$ cat src/rtl/varredura_matriz.sv
// rtl/varredura_matriz.sv - column-multiplexed 5x7 LED matrix scanner with blinking overlay
module varredura_matriz #(
    parameter int SCAN_DIV     = 50000,
    parameter int BLINK_FRAMES = 25
) (
    input  logic        clk,
    input  logic        reset,
    input  logic        en,
    input  logic [34:0] saved,
    input  logic [34:0] overlay,
    output logic [4:0]  col_n,
    output logic [6:0]  row,
    output logic        frame_tick
);

    localparam int PW = $clog2(SCAN_DIV);
    localparam int FW = $clog2(BLINK_FRAMES + 1);
    localparam logic [PW-1:0] PS_MAX = PW'(SCAN_DIV - 1);
    localparam logic [FW-1:0] FC_MAX = FW'(BLINK_FRAMES - 1);

    typedef enum logic {OFF, SCAN} state_t;

    state_t        state;
    logic [PW-1:0] prescaler;
    logic [2:0]    col_idx;
    logic [FW-1:0] frame_cnt;
    logic          blink;

    logic          step;
    logic          wrap;
    logic          frame_end;
    logic [2:0]    load_col;
    logic          load_blink;
    logic [6:0]    load_row;
    logic [4:0]    load_col_n;

    function automatic logic [6:0] pixel_row(input logic [2:0] c, input logic b,
                                             input logic [34:0] s, input logic [34:0] o);
        logic [6:0] r_bits;
        logic [5:0] k;
        r_bits = '0;
        for (int r = 0; r < 7; r++) begin
            k = 6'(r * 5) + 6'(c);
            r_bits[r] = s[k] ^ (o[k] & b);
        end
        return r_bits;
    endfunction

    // The wrap edge loads column 0 with the post-toggle blink so the new frame is consistent.
    always_comb begin
        step       = (prescaler == PS_MAX);
        wrap       = step && (col_idx == 3'd4);
        frame_end  = wrap && (frame_cnt == FC_MAX);
        load_col   = 3'd0;
        load_blink = 1'b0;
        if (state == SCAN) begin
            load_col   = (col_idx == 3'd4) ? 3'd0 : col_idx + 3'd1;
            load_blink = blink ^ frame_end;
        end
        load_row   = pixel_row(load_col, load_blink, saved, overlay);
        load_col_n = ~(5'b00001 << load_col);
    end

    always_ff @(posedge clk) begin
        if (reset) begin
            state      <= OFF;
            prescaler  <= '0;
            col_idx    <= 3'd0;
            frame_cnt  <= '0;
            blink      <= 1'b0;
            col_n      <= 5'b11111;
            row        <= 7'd0;
            frame_tick <= 1'b0;
        end else begin
            frame_tick <= 1'b0;
            case (state)
                OFF: begin
                    if (en) begin
                        state <= SCAN;
                        col_n <= load_col_n;
                        row   <= load_row;
                    end
                end
                SCAN: begin
                    if (!en) begin
                        state     <= OFF;
                        prescaler <= '0;
                        col_idx   <= 3'd0;
                        frame_cnt <= '0;
                        blink     <= 1'b0;
                        col_n     <= 5'b11111;
                        row       <= 7'd0;
                    end else if (step) begin
                        prescaler <= '0;
                        col_idx   <= load_col;
                        col_n     <= load_col_n;
                        row       <= load_row;
                        if (wrap) begin
                            frame_tick <= 1'b1;
                            frame_cnt  <= frame_end ? '0 : frame_cnt + FW'(1);
                            blink      <= load_blink;
                        end
                    end else begin
                        prescaler <= prescaler + PW'(1);
                    end
                end
            endcase
        end
    end

endmodule

$ cat config.mk
export PLATFORM = sky130hd
export DESIGN_NAME = varredura_matriz
export DESIGN_NICKNAME = d
export VERILOG_FILES = /design/src/rtl/varredura_matriz.sv
export SDC_FILE = /design/constraint.sdc
export NUM_CORES = 1
export LEC_CHECK = 0
export ABC_AREA = 1
export CAP_MARGIN = 20
export CORE_MARGIN = 4
export CORE_UTILIZATION = 44
export DETAILED_ROUTE_END_ITERATION = 12
export PLACE_DENSITY = 0.71
export SETUP_SLACK_MARGIN = 0.3
export SYNTH_ARGS = -nofsm -noshare
export SYNTH_HDL_FRONTEND = slang
export SYNTH_SLANG_ARGS = --single-unit
export TNS_END_PERCENT = 100
$ cat constraint.sdc
create_clock -name clk -period 3.2 [get_ports clk]
set_input_delay 0.48 -clock clk [delete_from_list [all_inputs] [get_ports clk]]
set_output_delay 0.48 -clock clk [all_outputs]
set_load 0.05 [all_outputs]
==> results.toml <==
[synthesis]
ys_ff_latch = 39
synthMuxAreaShare_pct = 0
synth-adder-area-share_pct = 4.65
synth_area_um2 = 4040
synth_simple_gate_area_share_pct = 47.4
synth_common_cells = "nand2_1, nand3_1, inv_1, a21oi_1, dfxtp_1"
syn_inst = 707
synth.area.top_cells = "dfxtp_1, nand3_1, nand2_1"
yosysTopAreaCell = "dfxtp_1"
synth_flop_cell = "dfxtp_1"
synth_top_area_share_pct = 19.3
synth_top_family_by_area = "simple AND/OR/NAND/NOR gates"
yosysMostFrequentCell = "nand2_1"
seq_area_frac_synth_pct = 19.3
synth_edf_count = 0
synth_nets = 795
ys_types = 43
synth-compound-area-share_pct = 14.3
synthXorXnorAreaFrac_pct = 1.52
avgSynthCellArea_um2 = 5.71
ys_warn_count = 0
async_flop_share_pct = 0

[sta]
finalClockSkew_ns = 0.0146
setup_viol = 0
timing.fmax_mhz = 372
final.setup.tns_ns = 0
finalMaxSlewViolations = 0
fin_crit_ns = 2.68
hold_viol = 0
rsz0062_at_grt = "false"
maxSlewHeadroom_pct = 54.2
worst_slew_pin_slew_ns = 0.686
fin_crit_sh_pct = 83.9

[setup_path]
ff2ff_path_depth = 16
cp_data_required_time_ns = 3.44
max_stage_delay_ns = 0.41
cp_cell_sequence = "inv_2, ha_1, nand2_4, ha_1, clkinvlp_4, nand3_1, nand2_1, nand2_1, nand2_1, nand2_1, o21ai_1, nand2_1, nand2_1, nand2_1, nand3_1, a21oi_1"
cp-end-kind = "flip-flop"
worst_ep_arrival_time_ns = 2.92
crit_path_frequent_cell = "nand2_1"
rr_startpoint = "col_idx[0]"
startpoint_type = "flip-flop"
cp_slowest_cell = "dfxtp_2"
cp_top_family = "simple AND/OR/NAND/NOR gates"
worstPathMaxFanout = 15
ff2ff_setup_slack_ns = 0.52
r2r_end = "row[5]"
path_buf_inv = 2
worstSetupPathType = "flip-flop to flip-flop"

[die]
io-pin-count = 86
die_w_um = 104
die_area_um2 = 10800
coreArea_um2 = 8810
rows = 34
die_h_um = 104
initial_core_util_pct = 45.8

[min_path]
hold_start = "col_n[1]"
min_to = "col_n[1]"
hold_class = "flip-flop to flip-flop"
hold_depth = 2

[finish]
instances_no_fill = 889
finalNetCount = 868
fin_util_pct = 58.7
multi_input_comb_area_um2 = 2770
n_antenna_cell = 0
fin_area_um2 = 5170
regArea_um2 = 782
fillers = 888
post_route_cells_drive_above_1_share_pct = 6.40
area_delta_synth_final_pct = 28.0

[pwr]
p_int_uw = 1020
power_leakage_uw = 0.00235
p_seq_share_pct = 33.8
ir_worst_vdd_mv = 0.158
swShare_pct = 32.1
p_switching_uw = 482
combPwrFrac_pct = 33.4
pwr-share-clk_pct = 32.8
power.density_nw_per_um2 = 291

[drt]
via_count = 5009
drc = 0
ant_nets = 0
drt-vias-per-instance = 5.63
drtIter0Drc = 329
drtPass1Iterations = 6
wl_um = 14500
routedWlPerCell_um = 16.4

[global_routing]
overflow = 0
grt_pass1_wl_um = 23500
grt_max_degree = 99
grt_util_all_layers_pct = 26.3
antenna_found_initial = 0
grt_pass1_vias = 4859

[clocking]
clk_path_buf_depth = 2
cts.htree.levels = 2
cts_made_buffers = 5
cts_num_sinks = 39
clk_pin_slew_ns = 0.08
cts_tree = "done"
insertion_delay_ns = 0.30
cts_root_buffer = "clkbuf_8"

[outcome]
status = "completed"

[placed_design]
numPortBuffers = 85
dp.cells = 879
dp_hpwl_um = 11000
gp_congestion = 0.937
placed_cell_area_um2 = 4950

[job]
cap_violations = 0
[worst register-to-register path, cell delays in order, from the launching register on]
cell,delay (ns)
dfxtp_2,0.41
inv_2,0.09
ha_1,0.32
nand2_4,0.15
ha_1,0.40
clkinvlp_4,0.33
nand3_1,0.19
nand2_1,0.12
nand2_1,0.08
nand2_1,0.06
nand2_1,0.07
o21ai_1,0.07
nand2_1,0.07
nand2_1,0.05
nand2_1,0.05
nand3_1,0.06
a21oi_1,0.12
[area by class of cell]
cell class	instances	share of cell area, %
Clock buffer	6	1.40
Clock inverter	2	1.16
Inverter	90	6.83
Multi-Input combinational cell	544	53.6
Sequential cell	39	15.1
Tap cell	108	2.62
Timing Repair Buffer	100	19.3
[per-layer routing]
| layer | up-vias | GRT usage (%) | part of all wire [%] |
|---|---|---|---|
| li1 | 2494 | - | - |
| met1 | 2269 | 31.5 | 41 |
| met2 | 212 | 47.8 | 50 |
| met3 | 34 | 2.86 | 6.1 |
| met4 | 0 | 10.5 | 2.8 |
| met5 | - | 0 | 0 |
[power by group through the flow]
stage	registers (µW)	logic, µW	clock network (µW)
after floorplan	555	250	0
after global placement	518	483	0
after detailed placement	519	484	0
after CTS	507	487	494
after global routing	509	549	519
final	508	501	492
[stage by stage]
| step | worst slack, ns | hold WS [ns] | total power, µW |
|---|---|---|---|
| floorplan | 0.322 | 0.459 | 805 |
| global placement | 0.214 | 0.451 | 1000 |
| detailed placement | 0.159 | 0.454 | 1000 |
| CTS | 0.287 | 0.469 | 1490 |
| global route | 0.295 | 0.488 | 1580 |
| finish | 0.515 | 0.470 | 1500 |
[worst max path at each step]
stage                          start  endpoint  cells after the start
after global routing      col_idx[0]    row[3]                     15
after detailed placement  col_idx[0]    row[5]                     15
final                     col_idx[0]    row[5]                     16
after floorplan           col_idx[0]    row[3]                     20
after CTS                 col_idx[0]    row[5]                     15
after global placement    col_idx[0]    row[5]                     15
[placed cells by master (no fill, tap or decap), types with 17 or more instances in the layout]
cell type and instances:
o21ai_0 17, o21ai_1 24, clkdlybuf4s50_1 85, nand2_1 195, nand3_1 148, inv_1 77, a21oi_1 40, dfxtp_1 38
nor2_1 32
[state kept, by name, summed over array words and instances, names as in the netlist]
signal,cells
col_idx,3
frame_cnt,5
frame_tick,1
state,1
col_n,5
row,7
blink,1
prescaler,16
[kinds of logic (layout without fill, tap and decap cells)]
| group | after synthesis | after routing |
|---|---|---|
| xor+xnor | 7 | 7 |
| simple gates | 419 | 419 |
| flops | 39 | 39 |
| compound gates | 103 | 103 |
| buf+inv | 124 | 198 |
| fa+ha+maj | 15 | 15 |
[timing repair]
| action | in CTS | in global routing |
|---|---|---|
| setup endpoints to repair | 2 | 5 |
| gates resized for setup | 4 | 10 |
| hold buffers | 0 | 0 |
| setup buffers | 0 | 2 |
(Power assumes the default switching activity.)
